<file path="src/rtl/idu_pkg.sv">
// rtl/idu_pkg.sv - opcode/funct constants, op-id, imm-type and mem-size types for the decode stage
package idu_pkg;

   // major opcodes (inst[6:0])
   localparam logic [6:0] OPC_LOAD     = 7'b000_0011;
   localparam logic [6:0] OPC_OPIMM    = 7'b001_0011;
   localparam logic [6:0] OPC_AUIPC    = 7'b001_0111;
   localparam logic [6:0] OPC_OPIMM32  = 7'b001_1011;
   localparam logic [6:0] OPC_STORE    = 7'b010_0011;
   localparam logic [6:0] OPC_OP       = 7'b011_0011;
   localparam logic [6:0] OPC_LUI      = 7'b011_0111;
   localparam logic [6:0] OPC_OP32     = 7'b011_1011;
   localparam logic [6:0] OPC_BRANCH   = 7'b110_0011;
   localparam logic [6:0] OPC_JALR     = 7'b110_0111;
   localparam logic [6:0] OPC_JAL      = 7'b110_1111;
   localparam logic [6:0] OPC_SYSTEM   = 7'b111_0011;

   // funct7 patterns
   localparam logic [6:0] F7_BASE      = 7'b000_0000;
   localparam logic [6:0] F7_ALT       = 7'b010_0000;

   // ebreak is matched on the whole word
   localparam logic [31:0] INST_EBREAK = 32'h0010_0073;

   typedef enum logic [5:0] {
      OP_ILLEGAL = 6'h00,
      OP_ADDI    = 6'h01,
      OP_EBREAK  = 6'h02,
      OP_AUIPC   = 6'h03,
      OP_LUI     = 6'h04,
      OP_JAL     = 6'h05,
      OP_JALR    = 6'h06,
      OP_SD      = 6'h07,
      OP_SW      = 6'h08,
      OP_SH      = 6'h09,
      OP_SB      = 6'h0a,
      OP_ADDW    = 6'h0c,
      OP_SUB     = 6'h0e,
      OP_ADD     = 6'h0f,
      OP_ADDIW   = 6'h10,
      OP_SLTIU   = 6'h20,
      OP_LW      = 6'h21,
      OP_LD      = 6'h22,
      OP_LB      = 6'h23,
      OP_LH      = 6'h24,
      OP_LBU     = 6'h25,
      OP_LHU     = 6'h26,
      OP_LWU     = 6'h27,
      OP_BEQ     = 6'h29,
      OP_BNE     = 6'h2a
   } op_id_e;

   typedef enum logic [6:0] {
      IMM_I = 7'h40,
      IMM_R = 7'h41,
      IMM_U = 7'h42,
      IMM_J = 7'h43,
      IMM_S = 7'h44,
      IMM_B = 7'h45
   } imm_type_e;

   typedef enum logic [1:0] {
      MEM_B = 2'd0,
      MEM_H = 2'd1,
      MEM_W = 2'd2,
      MEM_D = 2'd3
   } mem_size_e;

   // XLEN-independent part of a decoded instruction
   typedef struct packed {
      op_id_e    op_id;
      logic      reg_write;
      logic      src1_is_pc;
      logic      src2_is_imm;
      logic      mem_read;
      logic      mem_write;
      mem_size_e mem_size;
      logic      load_uns;
      logic      ebreak;
      logic      illegal;
   } ctrl_t;

   // Illegal falls into IMM_R so it shares the zero immediate and src2_is_imm=0.
   function automatic imm_type_e imm_type_of(input op_id_e op);
      imm_type_e t;
      case (op)
         OP_ADDI, OP_EBREAK, OP_JALR, OP_ADDIW, OP_SLTIU,
         OP_LW, OP_LD, OP_LB, OP_LH, OP_LBU, OP_LHU, OP_LWU: t = IMM_I;
         OP_AUIPC, OP_LUI:                                   t = IMM_U;
         OP_JAL:                                             t = IMM_J;
         OP_SD, OP_SW, OP_SH, OP_SB:                         t = IMM_S;
         OP_BEQ, OP_BNE:                                     t = IMM_B;
         default:                                            t = IMM_R;
      endcase
      return t;
   endfunction

endpackage

</file>
<file path="src/rtl/idu_decode.sv">
// rtl/idu_decode.sv - combinational instruction decoder: raw inst to control, immediate and store mask
module idu_decode
   import idu_pkg::*;
#(
   parameter int XLEN = 64
) (
   input  logic [31:0]       inst_i,
   output ctrl_t             ctrl_o,
   output logic [XLEN-1:0]   imm_o,
   output logic [XLEN/8-1:0] wmask_o
);

   localparam bit IS64 = (XLEN == 64);

   logic [6:0] opcode;
   logic [2:0] funct3;
   logic [6:0] funct7;
   op_id_e     op;
   imm_type_e  imm_type;

   assign opcode   = inst_i[6:0];
   assign funct3   = inst_i[14:12];
   assign funct7   = inst_i[31:25];
   assign imm_type = imm_type_of(op);

   // masked opcode/funct3/funct7 match; RV64-only ops stay illegal on RV32
   always_comb begin
      op = OP_ILLEGAL;
      case (opcode)
         OPC_OPIMM: begin
            if (funct3 == 3'b000) op = OP_ADDI;
            else if (funct3 == 3'b011) op = OP_SLTIU;
         end
         OPC_OPIMM32: begin
            if (IS64 && funct3 == 3'b000) op = OP_ADDIW;
         end
         OPC_OP: begin
            if (funct3 == 3'b000 && funct7 == F7_BASE) op = OP_ADD;
            else if (funct3 == 3'b000 && funct7 == F7_ALT) op = OP_SUB;
         end
         OPC_OP32: begin
            if (IS64 && funct3 == 3'b000 && funct7 == F7_BASE) op = OP_ADDW;
         end
         OPC_LUI:   op = OP_LUI;
         OPC_AUIPC: op = OP_AUIPC;
         OPC_JAL:   op = OP_JAL;
         OPC_JALR: begin
            if (funct3 == 3'b000) op = OP_JALR;
         end
         OPC_BRANCH: begin
            if (funct3 == 3'b000) op = OP_BEQ;
            else if (funct3 == 3'b001) op = OP_BNE;
         end
         OPC_LOAD: begin
            case (funct3)
               3'b000:  op = OP_LB;
               3'b001:  op = OP_LH;
               3'b010:  op = OP_LW;
               3'b011:  op = IS64 ? OP_LD : OP_ILLEGAL;
               3'b100:  op = OP_LBU;
               3'b101:  op = OP_LHU;
               3'b110:  op = IS64 ? OP_LWU : OP_ILLEGAL;
               default: op = OP_ILLEGAL;
            endcase
         end
         OPC_STORE: begin
            case (funct3)
               3'b000:  op = OP_SB;
               3'b001:  op = OP_SH;
               3'b010:  op = OP_SW;
               3'b011:  op = IS64 ? OP_SD : OP_ILLEGAL;
               default: op = OP_ILLEGAL;
            endcase
         end
         OPC_SYSTEM: begin
            if (inst_i == INST_EBREAK) op = OP_EBREAK;
         end
         default: op = OP_ILLEGAL;
      endcase
   end

   // control bits derived from the matched op; illegal leaves everything at zero
   always_comb begin
      ctrl_o          = '0;
      ctrl_o.op_id    = op;
      ctrl_o.illegal  = (op == OP_ILLEGAL);
      ctrl_o.ebreak   = (op == OP_EBREAK);
      ctrl_o.src2_is_imm = (imm_type != IMM_R);
      ctrl_o.src1_is_pc  = (op == OP_AUIPC) || (op == OP_JAL) ||
                           (op == OP_BEQ) || (op == OP_BNE);
      case (op)
         OP_LB, OP_LH, OP_LW, OP_LD, OP_LBU, OP_LHU, OP_LWU: ctrl_o.mem_read = 1'b1;
         default: ctrl_o.mem_read = 1'b0;
      endcase
      ctrl_o.mem_write = (imm_type == IMM_S);
      ctrl_o.load_uns  = (op == OP_LBU) || (op == OP_LHU) || (op == OP_LWU);
      case (op)
         OP_LB, OP_LBU, OP_SB: ctrl_o.mem_size = MEM_B;
         OP_LH, OP_LHU, OP_SH: ctrl_o.mem_size = MEM_H;
         OP_LW, OP_LWU, OP_SW: ctrl_o.mem_size = MEM_W;
         OP_LD, OP_SD:         ctrl_o.mem_size = MEM_D;
         default:              ctrl_o.mem_size = MEM_B;
      endcase
      // writes to x0 are suppressed here so EXU never has to special-case rd
      ctrl_o.reg_write = !ctrl_o.illegal && !ctrl_o.ebreak && !ctrl_o.mem_write &&
                         (imm_type != IMM_B) && (inst_i[11:7] != 5'd0);
   end

   // immediate assembly; the sign bit is replicated to fill XLEN
   always_comb begin
      imm_o = '0;
      case (imm_type)
         IMM_I: imm_o = {{(XLEN-11){inst_i[31]}}, inst_i[30:20]};
         IMM_S: imm_o = {{(XLEN-11){inst_i[31]}}, inst_i[30:25], inst_i[11:7]};
         IMM_B: imm_o = {{(XLEN-12){inst_i[31]}}, inst_i[7], inst_i[30:25],
                         inst_i[11:8], 1'b0};
         IMM_U: imm_o = {{(XLEN-31){inst_i[31]}}, inst_i[30:12], 12'h000};
         IMM_J: imm_o = {{(XLEN-20){inst_i[31]}}, inst_i[19:12], inst_i[20],
                         inst_i[30:21], 1'b0};
         default: imm_o = '0;
      endcase
   end

   // store byte mask: low 2^mem_size bytes enabled
   always_comb begin
      wmask_o = '0;
      for (int i = 0; i < XLEN/8; i++) begin
         wmask_o[i] = ctrl_o.mem_write && (i < (1 << ctrl_o.mem_size));
      end
   end

endmodule

</file>
<file path="src/rtl/idu_stage.sv">
// rtl/idu_stage.sv - handshaked decode stage: input FIFO with bypass feeding a registered decoded bundle
module idu_stage
   import idu_pkg::*;
#(
   parameter int XLEN       = 64,
   parameter int FIFO_DEPTH = 2
) (
   input  logic              clock,
   input  logic              reset,
   input  logic              io_flush,
   input  logic              io_in_valid,
   output logic              io_in_ready,
   input  logic [XLEN-1:0]   io_in_pc,
   input  logic [31:0]       io_in_inst,
   output logic              io_out_valid,
   input  logic              io_out_ready,
   output logic [XLEN-1:0]   io_out_pc,
   output logic [31:0]       io_out_inst,
   output logic [4:0]        io_out_rs1,
   output logic [4:0]        io_out_rs2,
   output logic [4:0]        io_out_rd,
   output logic [XLEN-1:0]   io_out_imm,
   output logic [5:0]        io_out_op_id,
   output logic              io_out_reg_write,
   output logic              io_out_src1_is_pc,
   output logic              io_out_src2_is_imm,
   output logic              io_out_mem_read,
   output logic              io_out_mem_write,
   output logic [1:0]        io_out_mem_size,
   output logic              io_out_load_uns,
   output logic [XLEN/8-1:0] io_out_wmask,
   output logic              io_out_ebreak,
   output logic              io_out_illegal
);

   localparam int AW    = (FIFO_DEPTH > 1) ? $clog2(FIFO_DEPTH) : 0;
   localparam int IDX_W = (AW > 0) ? AW : 1;
   localparam int PTR_W = AW + 1;

   // FIFO storage and wrap-bit pointers
   logic [XLEN-1:0]  pc_mem_q   [FIFO_DEPTH];
   logic [31:0]      inst_mem_q [FIFO_DEPTH];
   logic [PTR_W-1:0] wr_ptr_q, wr_ptr_d;
   logic [PTR_W-1:0] rd_ptr_q, rd_ptr_d;
   logic [IDX_W-1:0] wr_idx, rd_idx;

   // output register
   logic              out_valid_q, out_valid_d;
   logic [XLEN-1:0]   out_pc_q, out_pc_d;
   logic [31:0]       out_inst_q, out_inst_d;
   logic [XLEN-1:0]   out_imm_q, out_imm_d;
   ctrl_t             out_ctrl_q, out_ctrl_d;
   logic [XLEN/8-1:0] out_wmask_q, out_wmask_d;

   logic              fifo_empty, fifo_full;
   logic              in_fire, out_load, enq, deq;
   logic              src_valid;
   logic [XLEN-1:0]   src_pc;
   logic [31:0]       src_inst;
   ctrl_t             dec_ctrl;
   logic [XLEN-1:0]   dec_imm;
   logic [XLEN/8-1:0] dec_wmask;

   if (AW == 0) begin : g_idx_single
      assign wr_idx = '0;
      assign rd_idx = '0;
   end else begin : g_idx_multi
      assign wr_idx = wr_ptr_q[IDX_W-1:0];
      assign rd_idx = rd_ptr_q[IDX_W-1:0];
   end

   assign fifo_empty = (wr_ptr_q == rd_ptr_q);
   assign fifo_full  = (wr_ptr_q[PTR_W-1] != rd_ptr_q[PTR_W-1]) && (wr_idx == rd_idx);

   assign io_in_ready = !fifo_full;
   assign in_fire     = io_in_valid && io_in_ready && !io_flush;
   assign out_load    = !out_valid_q || io_out_ready;

   // head of FIFO has priority; an empty FIFO lets the incoming pair straight through
   assign src_valid = !fifo_empty || in_fire;
   assign src_pc    = fifo_empty ? io_in_pc   : pc_mem_q[rd_idx];
   assign src_inst  = fifo_empty ? io_in_inst : inst_mem_q[rd_idx];

   assign deq = out_load && !fifo_empty && !io_flush;
   assign enq = in_fire && !(fifo_empty && out_load);

   idu_decode #(
      .XLEN (XLEN)
   ) u_decode (
      .inst_i  (src_inst),
      .ctrl_o  (dec_ctrl),
      .imm_o   (dec_imm),
      .wmask_o (dec_wmask)
   );

   // next-state for pointers and output register; flush overrides everything
   always_comb begin
      wr_ptr_d    = wr_ptr_q;
      rd_ptr_d    = rd_ptr_q;
      out_valid_d = out_valid_q;
      out_pc_d    = out_pc_q;
      out_inst_d  = out_inst_q;
      out_imm_d   = out_imm_q;
      out_ctrl_d  = out_ctrl_q;
      out_wmask_d = out_wmask_q;
      if (io_flush) begin
         wr_ptr_d    = '0;
         rd_ptr_d    = '0;
         out_valid_d = 1'b0;
      end else begin
         if (enq) wr_ptr_d = wr_ptr_q + 1'b1;
         if (deq) rd_ptr_d = rd_ptr_q + 1'b1;
         if (out_load) begin
            out_valid_d = src_valid;
            if (src_valid) begin
               out_pc_d    = src_pc;
               out_inst_d  = src_inst;
               out_imm_d   = dec_imm;
               out_ctrl_d  = dec_ctrl;
               out_wmask_d = dec_wmask;
            end
         end
      end
   end

   // FIFO payload writes; contents need no reset since pointers define validity
   always_ff @(posedge clock) begin
      if (enq) begin
         pc_mem_q[wr_idx]   <= io_in_pc;
         inst_mem_q[wr_idx] <= io_in_inst;
      end
   end

   // state registers with asynchronous active-low reset
   always_ff @(posedge clock or negedge reset) begin
      if (!reset) begin
         wr_ptr_q    <= '0;
         rd_ptr_q    <= '0;
         out_valid_q <= 1'b0;
         out_pc_q    <= '0;
         out_inst_q  <= '0;
         out_imm_q   <= '0;
         out_ctrl_q  <= '0;
         out_wmask_q <= '0;
      end else begin
         wr_ptr_q    <= wr_ptr_d;
         rd_ptr_q    <= rd_ptr_d;
         out_valid_q <= out_valid_d;
         out_pc_q    <= out_pc_d;
         out_inst_q  <= out_inst_d;
         out_imm_q   <= out_imm_d;
         out_ctrl_q  <= out_ctrl_d;
         out_wmask_q <= out_wmask_d;
      end
   end

   assign io_out_valid       = out_valid_q;
   assign io_out_pc          = out_pc_q;
   assign io_out_inst        = out_inst_q;
   assign io_out_rs1         = out_inst_q[19:15];
   assign io_out_rs2         = out_inst_q[24:20];
   assign io_out_rd          = out_inst_q[11:7];
   assign io_out_imm         = out_imm_q;
   assign io_out_op_id       = out_ctrl_q.op_id;
   assign io_out_reg_write   = out_ctrl_q.reg_write;
   assign io_out_src1_is_pc  = out_ctrl_q.src1_is_pc;
   assign io_out_src2_is_imm = out_ctrl_q.src2_is_imm;
   assign io_out_mem_read    = out_ctrl_q.mem_read;
   assign io_out_mem_write   = out_ctrl_q.mem_write;
   assign io_out_mem_size    = out_ctrl_q.mem_size;
   assign io_out_load_uns    = out_ctrl_q.load_uns;
   assign io_out_wmask       = out_wmask_q;
   assign io_out_ebreak      = out_ctrl_q.ebreak;
   assign io_out_illegal     = out_ctrl_q.illegal;

endmodule

</file>
<file path="config.mk">
export PLATFORM = sky130hd
export DESIGN_NAME = idu_stage
export DESIGN_NICKNAME = d
export VERILOG_FILES = /design/src/rtl/idu_pkg.sv /design/src/rtl/idu_decode.sv /design/src/rtl/idu_stage.sv
export SDC_FILE = /design/constraint.sdc
export NUM_CORES = 1
export LEC_CHECK = 0
export ABC_CLOCK_PERIOD_IN_PS = 9800
export BUFFER_PORTS_ARGS = -buffer_cell sky130_fd_sc_hd__buf_2
export CAP_MARGIN = 30
export CORE_UTILIZATION = 50
export CTS_CLUSTER_DIAMETER = 150
export DETAILED_ROUTE_END_ITERATION = 10
export GPL_TIMING_DRIVEN = 0
export PLACE_DENSITY = 0.82
export REMOVE_ABC_BUFFERS = 1
export SLEW_MARGIN = 40
export SYNTH_ARGS = -nofsm -noshare
export SYNTH_HDL_FRONTEND = slang
export SYNTH_SLANG_ARGS = --single-unit
export TNS_END_PERCENT = 10
</file>
<file path="constraint.sdc">
create_clock -name clock -period 9.8 [get_ports clock]
set_input_delay 1.96 -clock clock [delete_from_list [all_inputs] [get_ports clock]]
set_output_delay 1.96 -clock clock [all_outputs]
set_load 0.005 [all_outputs]
</file>
==> metrics.md, run 1 <==
| Metric | Value |
|---|---|
| Status | finished, final reports clean |
| Tmin final | 5.86 ns |
| Yosys reg bits | 345 |
| Hold depth | 2 |
| CTS buffer count | 37 |
| Crit path kind | in2reg |
| Hold Path End | io_out_mem_write |
| # hold bufs at CTS | 0 |
| Hold/Removal Path Class | reg2reg |
| Placement Cell Area | 17400 um2 |
| Final wirelength | 38.7 mm |
| Leak | 7.92 nW |
| Arrival time worst endpoint | 6.27 ns |
| Max clock buf depth | 3 |
| Core area | 30000 um2 |
| CTS tree | yes |
| Cell area after layout | 18600 um2 |
| Layout Skew | 0.0203 ns |
| Area contributors post-synth | edfxtp_1 (37%), dfrtp_1 (25%), mux2i_1 (6.4%), nand2_1 (4.4%), o21ai_0 (3.1%) |
| DPL Wire Length | 27.3 mm |
| Iteration-0 DRC Markers | 908 |
| Routed length per instance | 19.2 um |
| Cell accounting for the most synthesized area | edfxtp_1 |
| CP startpoint kind | input pin |
| Starting Density | 0.514 |
| Finished Layout Cells | 2010 |
| Crit Path Max Fanout | 11 |
| Crit end category | flip-flop |
| Worst setup path startpoint | io_in_inst[3] |
| Fillers | 2347 |
| First-pass GRT wire length | 60.0 mm |
| Final Max Slew Viols | 0 |
| Worst-path clk slew | 0.06 ns |
| Vias in the first global route | 11100 |
| H-Tree Level Count | 2 |
| Gate Count Post-Synth | 1330 |
| Yosys cell types | 73 |
| Vias | 11300 |
| Die area | 31600 um2 |
| Root Buffer | clkbuf_16 |
| Synthesized area per cell | 11.6 um2 |
| Die height | 178 um |
| Postcts setup bufs | 0 |
| Post-synth top area share | 0.374 |
| Post-synth ARST share | 0.443 |
| Reg-to-reg startpoint | rd_ptr_q[1] |
| Slew @ Worst Pin | 0.812 ns |
| Data required time of the critical path | 10.22 ns |
| Highest clock rate | 171 MHz |
| Hold_ws | 0.467 ns |
| Final ANT Viol Nets | 0 |
| R2r setup slk | 4.43 ns |
| Max-cap violations | 0 |
| RR Endpoint | io_out_imm[23] |
| Syn-to-layout area delta | 20.2% |
| Peak supply drop | 0.000186 V |
| I/O Pins | 302 |
| Worst Hold Launch | io_out_mem_write |
| Final Setup Violations | 0 |
| Final net count | 1697 |
| Final TNS setup | 0 ns |
| Post-synthesis sequential area ratio | 0.622 |
| Unrepaired setup endpoints after global routing | false |
| Initial antenna violation count | 3 |
| Syn Std Cell Area | 15400 um2 |
| Port bufs | 301 |
| Primary FF master, synth | edfxtp_1 |
| Residual DRC | 0 |
| Clk_lat worst skew | 0.52 ns |
| Row Count | 63 |
| Pwr/cell area | 312 nW/um2 |
| Grt ovf | 0 |
| EDFF count, synth | 192 |
| Placed Instances | 1940 |
| Die Wd | 178 um |
| Gp weighted congestion | 0.919 |
| DR vias/cell | 5.60 |
| Synth warnings | 0 |
| Pre-antenna DRT Iters | 5 |
| Slew Limit Headroom | 0.458 |
| Overall routing resource usage | 0.243 |
| Layout cells sized above 1 | 0.269 |
| Sink Count | 345 |
| Hold violation count in the final report | 0 |
| R2r worst-path depth | 13 |
| Largest net degree at the start of global routing | 75 |
| Tcrit/Tclk final | 0.598 |
| CTS resizes | 0 |
worst max path at each step:
stage / endpoint / slack, ns / cells past startpoint
final: io_out_imm[23] / 3.94 / 13
after global routing: io_out_imm[23] / 3.75 / 13
after CTS: io_out_imm[23] / 4.04 / 13
after detailed placement: io_out_imm[23] / 3.49 / 13
after global placement: pc_mem_q[1][5] / -11.20 / 4
after floorplan: inst_mem_q[1][0] / -3.79 / 4
state kept, by name, indices dropped and copies added, names as in the netlist:
register	flops
io_out_inst	32
pc_mem_q	128
inst_mem_q	64
io_out_mem_write	1
io_out_illegal	1
io_out_valid	1
io_out_ebreak	1
io_out_pc	64
io_out_mem_read	1
wr_ptr_q	2
io_out_op_id	6
io_out_load_uns	1
io_out_mem_size	2
io_out_src2_is_imm	1
io_out_reg_write	1
io_out_imm	32
io_out_src1_is_pc	1
rd_ptr_q	2
io_out_wmask	4
metrics by stage:
stage | util | setup WS [ns] | total power [W]
detailed placement | 0.578 | 3.49 | 0.00446
floorplan | - | -3.79 | 0.00351
CTS | 0.617 | 4.04 | 0.00583
finish | 0.618 | 3.94 | 0.00579
global placement | 0.555 | -11.20 | 0.00440
global route | 0.618 | 3.75 | 0.00616
routing by layer:
metal  wire (um)  up-vias  track usage
met1       16700     5479        0.320
li1            -     5313            -
met2       18500      401        0.401
met4         923        4       0.0801
met3        2530       69       0.0512
met5          22        -            0
final cells by class:
type                    count  area (um2)  share of cell area
diodes                      3        7.51            0.000405
clock buffers              57        1080              0.0583
clock inverters            10        93.8             0.00506
inverters                  14        52.6             0.00283
multi-input cells         836        5120               0.276
flip-flops and latches    345        9600               0.517
well taps                 390         488              0.0263
repair buffers            355        2120               0.114
placed cells by master (no fill, tap or decap), drive strengths merged, types with 16 or more instances in the layout:
cell    instances
buf           355
nor2          124
a211oi         25
clkbuf         57
dfrtp         153
a22oi          17
a21o           16
o21ai         104
mux2i          98
nand2         179
edfxtp        192
a21oi          79
logic make-up after synthesis:
family,Yosys count,synth area share
AO/OA/AOI/OAI,313,0.128
XOR/XNOR,13,0.00932
adder cells (fa/ha/maj),7,0.00567
buffers and inverters,149,0.0522
flip-flops,345,0.622
multiplexers,101,0.0660
AND/OR/NAND/NOR,402,0.117
synth_stat cells, types with 6 or more instances:
library cell and number:
nor3b_1 6, nor2_1 123, a21o_1 16, edfxtp_1 192, buf_2 8, o221ai_1 8
o22ai_1 11, xor2_1 6, inv_1 14, clkbuf_1 40, mux2i_1 98, o21ai_1 7
nor4_1 11, a21oi_1 79, buf_4 57, a31oi_1 8, dfrtp_1 153, o21ai_0 97
nand2_1 179, ha_1 7, o31ai_1 6, a211oi_1 25, nand3b_1 6, nor3_1 15
a22oi_1 16, nand3_1 14, buf_1 27
critical path, cell delays in order:
cell and delay, ns:
buf_2 0.14, nand3b_1 0.18, or4_1 0.51, o22a_1 0.34, a311oi_1 0.41, nor4_2 0.16, inv_1 0.16, ha_1 0.31
inv_1 0.11, nor4_2 0.57, a32o_1 0.62, nand2_1 0.48, o221ai_1 0.32
power by group:
part	leakage [nW]	switching (W)	internal, W
combinational	3.64	0.00137	0.000958
clock	0.571	0.000553	0.000790
sequential	3.71	0.000215	0.00190
Power figures use the tool's default switching activity.
==> run 2: changes to the inputs <==
- ABC_CLOCK_PERIOD_IN_PS: 9800 -> 4860
- clock period: 9.8 -> 4.86 ns (I/O delays scaled with it)
==> metrics.md, run 2 (synthesis results as in run 1) <==
| Metric | Value |
|---|---|
| Final Setup Violations | 0 |
| Final net count | 1702 |
| Final wirelength | 38.8 mm |
| Crit path kind | reg2reg |
| Tmin final | 4.71 ns |
| Residual DRC | 0 |
| Clk_lat worst skew | 0.52 ns |
| Crit Path Max Fanout | 48 |
| Reg-to-reg startpoint | rd_ptr_q[0] |
| Biggest register | pc_mem_q |
| Worst-path clk slew | 0.06 ns |
| Met2 GRT Util | 0.401 |
| Switching Fraction | 0.369 |
| Leak | 7.97 nW |
| Internal cell power | 0.00743 W |
| Final Core Density | 0.622 |
| Overall routing resource usage | 0.243 |
| Arrival time worst endpoint | 5.08 ns |
| Vias | 11300 |
| Data required time of the critical path | 5.23 ns |
| I/O Pins | 302 |
| H-Tree Level Count | 2 |
| Crit end category | flip-flop |
| Slew Limit Headroom | 0.409 |
| Unrepaired setup endpoints after global routing | false |
| Final ANT Viol Nets | 0 |
| R2r worst-path depth | 14 |
| Largest register FFs | 128 |
| Most frequent cells in the layout | buf_2 (314), edfxtp_1 (192), nand2_1 (177) |
| Comb power frac | 0.407 |
| CTS buffer count | 37 |
| Peak supply drop | 0.000379 V |
| Die area | 31600 um2 |
| Gp weighted congestion | 0.919 |
| Switching power | 0.00435 W |
| Final Max Slew Viols | 0 |
| Initial antenna violation count | 3 |
| Finished Layout Cells | 2015 |
| Status | finished, final reports clean |
| Pwr/cell area | 631 nW/um2 |
| Max clock buf depth | 3 |
| Syn-to-layout area delta | 20.9% |
| Slew @ Worst Pin | 0.883 ns |
| Layout cells sized above 1 | 0.276 |
| CP startpoint kind | flip-flop |
| Die Wd | 178 um |
| Iteration-0 DRC Markers | 859 |
| Core area | 30000 um2 |
| RR Endpoint | io_out_imm[23] |
| Starting Density | 0.514 |
| Root Buffer | clkbuf_16 |
| Port bufs | 301 |
| Tcrit/Tclk final | 0.969 |
| Clock share of power | 0.230 |
| Grt met3 use | 0.0514 |
| First-pass GRT wire length | 60.1 mm |
| Layout Skew | 0.0206 ns |
| Met1 global-route usage | 0.321 |
| GR peak layer | met2 |
| Hold violation count in the final report | 0 |
| Largest net degree at the start of global routing | 75 |
| Flop pwr share | 0.363 |
| Row Count | 63 |
| Max-cap violations | 0 |
| R2r setup slk | 0.15 ns |
| DPL Wire Length | 27.3 mm |
| Routed length per instance | 19.3 um |
| Most common cell after layout, fill and taps aside | buf_2 |
| Sink Count | 345 |
| Placed Instances | 1940 |
| Pre-antenna DRT Iters | 5 |
| Hold/Removal Path Class | in2async |
| DR vias/cell | 5.62 |
| CTS tree | yes |
| Vias in the first global route | 11100 |
| # hold bufs at CTS | 0 |
| Highest clock rate | 212 MHz |
| Die height | 178 um |
| Grt ovf | 0 |
## run 2: stage by stage
stage	worst slack (ns)	TNS [ns]	total power (W)	hold WS, ns	area (um2)
after CTS	0.00375	0	0.0118	0.265	18600
after global placement	-16.14	-4993.89	0.00815	0.446	16700
final	0.149	0	0.0118	0.278	18700
after floorplan	-8.73	-2676.25	0.00709	0.463	14700
after global routing	0.00940	0	0.0125	0.269	18700
after detailed placement	-0.538	-15.49	0.00900	0.452	17400
## run 2: power groups by stage
| stage | combinational [W] | sequential [W] | clock [W] |
|---|---|---|---|
| 3_5_place_dp | 0.00469 | 0.00431 | 0 |
| 3_3_place_gp | 0.00362 | 0.00454 | 0 |
| 2_1_floorplan | 0.00254 | 0.00455 | 0 |
| 5_1_grt | 0.00530 | 0.00435 | 0.00287 |
| 6_report | 0.00479 | 0.00427 | 0.00271 |
| 4_1_cts | 0.00477 | 0.00427 | 0.00276 |
## run 2: how the worst max path moves through the flow
stage	startpoint	endpoint	slack (ns)	cells past startpoint
after floorplan	rd_ptr_q[0]	inst_mem_q[1][0]	-8.73	4
after global routing	rd_ptr_q[0]	io_out_imm[14]	0.009	13
final	rd_ptr_q[0]	io_out_imm[23]	0.15	14
after global placement	rd_ptr_q[0]	pc_mem_q[1][5]	-16.14	4
after detailed placement	rd_ptr_q[1]	io_out_imm[23]	-0.54	12
after CTS	rd_ptr_q[0]	io_out_imm[23]	0.004	14
## run 2: final cells by class
type                       instances  area, um2
antenna                            3       7.51
fill                            2328      11400
tap                              390        488
clock inverter                    10       93.8
sequential                       345       9600
timing repair buffer             360       2170
multi-input combinational        836       5180
clock buffer                      57       1080
inverter                          14       52.6
## run 2: timing repair
action | CTS | global route
buffers inserted | 3 | 2
pin swaps | 2 | 2
resized for setup | 7 | 6
endpoints found under the setup margin | 37 | 36
## run 2: critical path, stage by stage (launching register included)
cell	delay, ns
dfrtp_4	0.61
xnor2_2	0.49
nand2_4	0.26
buf_12	0.27
a31oi_1	0.36
a21oi_1	0.18
nor3_4	0.44
ha_1	0.25
o21a_1	0.11
or4b_1	0.45
a41o_1	0.36
nor2_2	0.29
xnor2_4	0.17
buf_12	0.18
o221ai_1	0.13
## run 2: metal layers
metal | part of all wire | vias to the layer above
met5 | 0.00064 | -
met4 | 0.024 | 4
met3 | 0.072 | 69
met2 | 0.48 | 441
met1 | 0.42 | 5493
li1 | - | 5326
==> run 3: changes to the inputs <==
- CORE_MARGIN: not set -> 3
- MAX_ROUTING_LAYER: not set -> met4
==> metrics.md, run 3 (synthesis results as in run 1) <==
| Metric | Value |
|---|---|
| DR vias/cell | 5.63 |
| Grt ovf | 0 |
| Sink Count | 345 |
| Placed Instances | 1939 |
| Port bufs | 301 |
| Tmin final | 4.59 ns |
| Vias in the first global route | 11300 |
| Highest clock rate | 218 MHz |
| CP startpoint kind | flip-flop |
| Die height | 182 um |
| Routed length per instance | 19.4 um |
| First-pass GRT wire length | 62.1 mm |
| Tcrit/Tclk final | 0.945 |
| Row Count | 63 |
| Overall routing resource usage | 0.239 |
| DPL Wire Length | 27.6 mm |
| Root Buffer | clkbuf_16 |
| I/O Pins | 302 |
| Final wirelength | 39.2 mm |
| Reg-to-reg startpoint | rd_ptr_q[0] |
| Final Setup Violations | 0 |
| Arrival time worst endpoint | 4.95 ns |
| Pwr/cell area | 628 nW/um2 |
| Layout cells sized above 1 | 0.275 |
| Vias | 11400 |
| Hold/Removal Path Class | in2async |
| Slew Limit Headroom | 0.529 |
| Placement Cell Area | 17400 um2 |
| Hold violation count in the final report | 0 |
| Max-cap violations | 0 |
| Clk_lat worst skew | 0.50 ns |
| CTS buffer count | 35 |
| Unrepaired setup endpoints after global routing | false |
| Die area | 33000 um2 |
| Most common cell after layout, fill and taps aside | buf_2 |
| Die Wd | 182 um |
| Most frequent cells in the layout | buf_2 (314), edfxtp_1 (192), nand2_1 (177) |
| Status | finished, final reports clean |
| Starting Density | 0.514 |
| H-Tree Level Count | 2 |
| Slew @ Worst Pin | 0.707 ns |
| Final Core Density | 0.623 |
| Peak supply drop | 0.000437 V |
| CTS tree | yes |
| Biggest register | pc_mem_q |
| Residual DRC | 0 |
| Worst-path clk slew | 0.06 ns |
| Gp weighted congestion | 0.924 |
| Finished Layout Cells | 2022 |
| Largest net degree at the start of global routing | 77 |
| Final Max Slew Viols | 0 |
| Crit path kind | reg2reg |
| Leak | 7.98 nW |
| Max clock buf depth | 3 |
| Final net count | 1706 |
| Data required time of the critical path | 5.22 ns |
| Initial antenna violation count | 8 |
| Cell area after layout | 18700 um2 |
| Layout Skew | 0.0139 ns |
| Core area | 30000 um2 |
| Pre-antenna DRT Iters | 7 |
| Iteration-0 DRC Markers | 893 |
| Largest register FFs | 128 |
| Final ANT Viol Nets | 0 |
| Syn-to-layout area delta | 21.3% |
| Crit end category | flip-flop |
| Crit Path Max Fanout | 40 |
| Worst setup path startpoint | rd_ptr_q[0] |
[run 3: cell types whose count changed in the layout (fill, tap and decap cells not counted), moves of 3 or more]
| cell | previous run | this run |
|---|---|---|
| buf_4 | 26 | 29 |
| buf_6 | 0 | 3 |
| clkbuf_1 | 13 | 18 |
| diode_2 | 3 | 8 |
[run 3: routing by layer]
layer  vias up  part of all wire  wire, um  GRT usage
met5         -                 0         0          -
met4         0             0.037      1440     0.0826
met3        91             0.075      2960     0.0475
met2       460              0.49     19200      0.390
met1      5485              0.40     15600      0.301
li1       5343                 -         -          -
[run 3: final timing paths]
check / slack, ns / cells past startpoint / end
worst min register to register: 0.47 / 2 / io_out_mem_write
max in group asynchronous: 3.98 / 2 / io_out_pc[18]
worst max-delay path: 0.27 / 18 / io_out_imm[25]
worst min-delay path: 0.27 / 1 / wr_ptr_q[0]
worst max register to register: 0.27 / 18 / io_out_imm[25]
min in group clock: 0.47 / 2 / io_out_mem_write
[run 3: timing repair]
action | CTS | global route
pin swaps | 5 | 3
gates resized for setup | 12 | 6
setup buffers | 8 | 4
endpoints found under the setup margin | 39 | 39
cloned | 0 | 0
hold buffers | 0 | 0
[run 3: critical path, stage by stage (launching register included)]
cell	delay (ns)
dfrtp_4	0.48
buf_12	0.18
buf_16	0.21
xor2_4	0.20
buf_4	0.24
or4_1	0.57
o22a_1	0.32
a311oi_2	0.31
nor4_4	0.11
buf_4	0.15
ha_1	0.30
a21oi_1	0.12
o21ai_0	0.09
and3_1	0.21
a31o_2	0.28
nor2_4	0.20
xnor2_4	0.14
buf_12	0.17
o221ai_1	0.13
[run 3: power breakdown]
group | internal [W] | switching [W] | total, W
registers | 0.00384 | 0.000424 | 0.00426
logic | 0.00206 | 0.00286 | 0.00492
clock network | 0.00152 | 0.00106 | 0.00258
total | 0.00742 | 0.00434 | 0.0118
[run 3: per-stage QoR]
stage                     worst slack [ns]  TNS (ns)  power, W  hold slack (ns)
after floorplan                      -8.73  -2676.25   0.00709            0.463
after global placement              -16.15  -5011.69   0.00818            0.445
after detailed placement            -0.893    -25.11   0.00906            0.453
after CTS                           0.0188         0    0.0118            0.255
after global routing                0.0748         0    0.0125            0.257
final                                0.268         0    0.0118            0.269
[run 3: cell type report]
cell class,instances,area [um2]
sequential,345,9600
timing repair buffer,366,2240
clock inverter,4,47.5
tap,390,488
antenna,8,20.0
inverter,14,52.6
clock buffer,59,1050
multi-input combinational,836,5230
fill,2321,11300
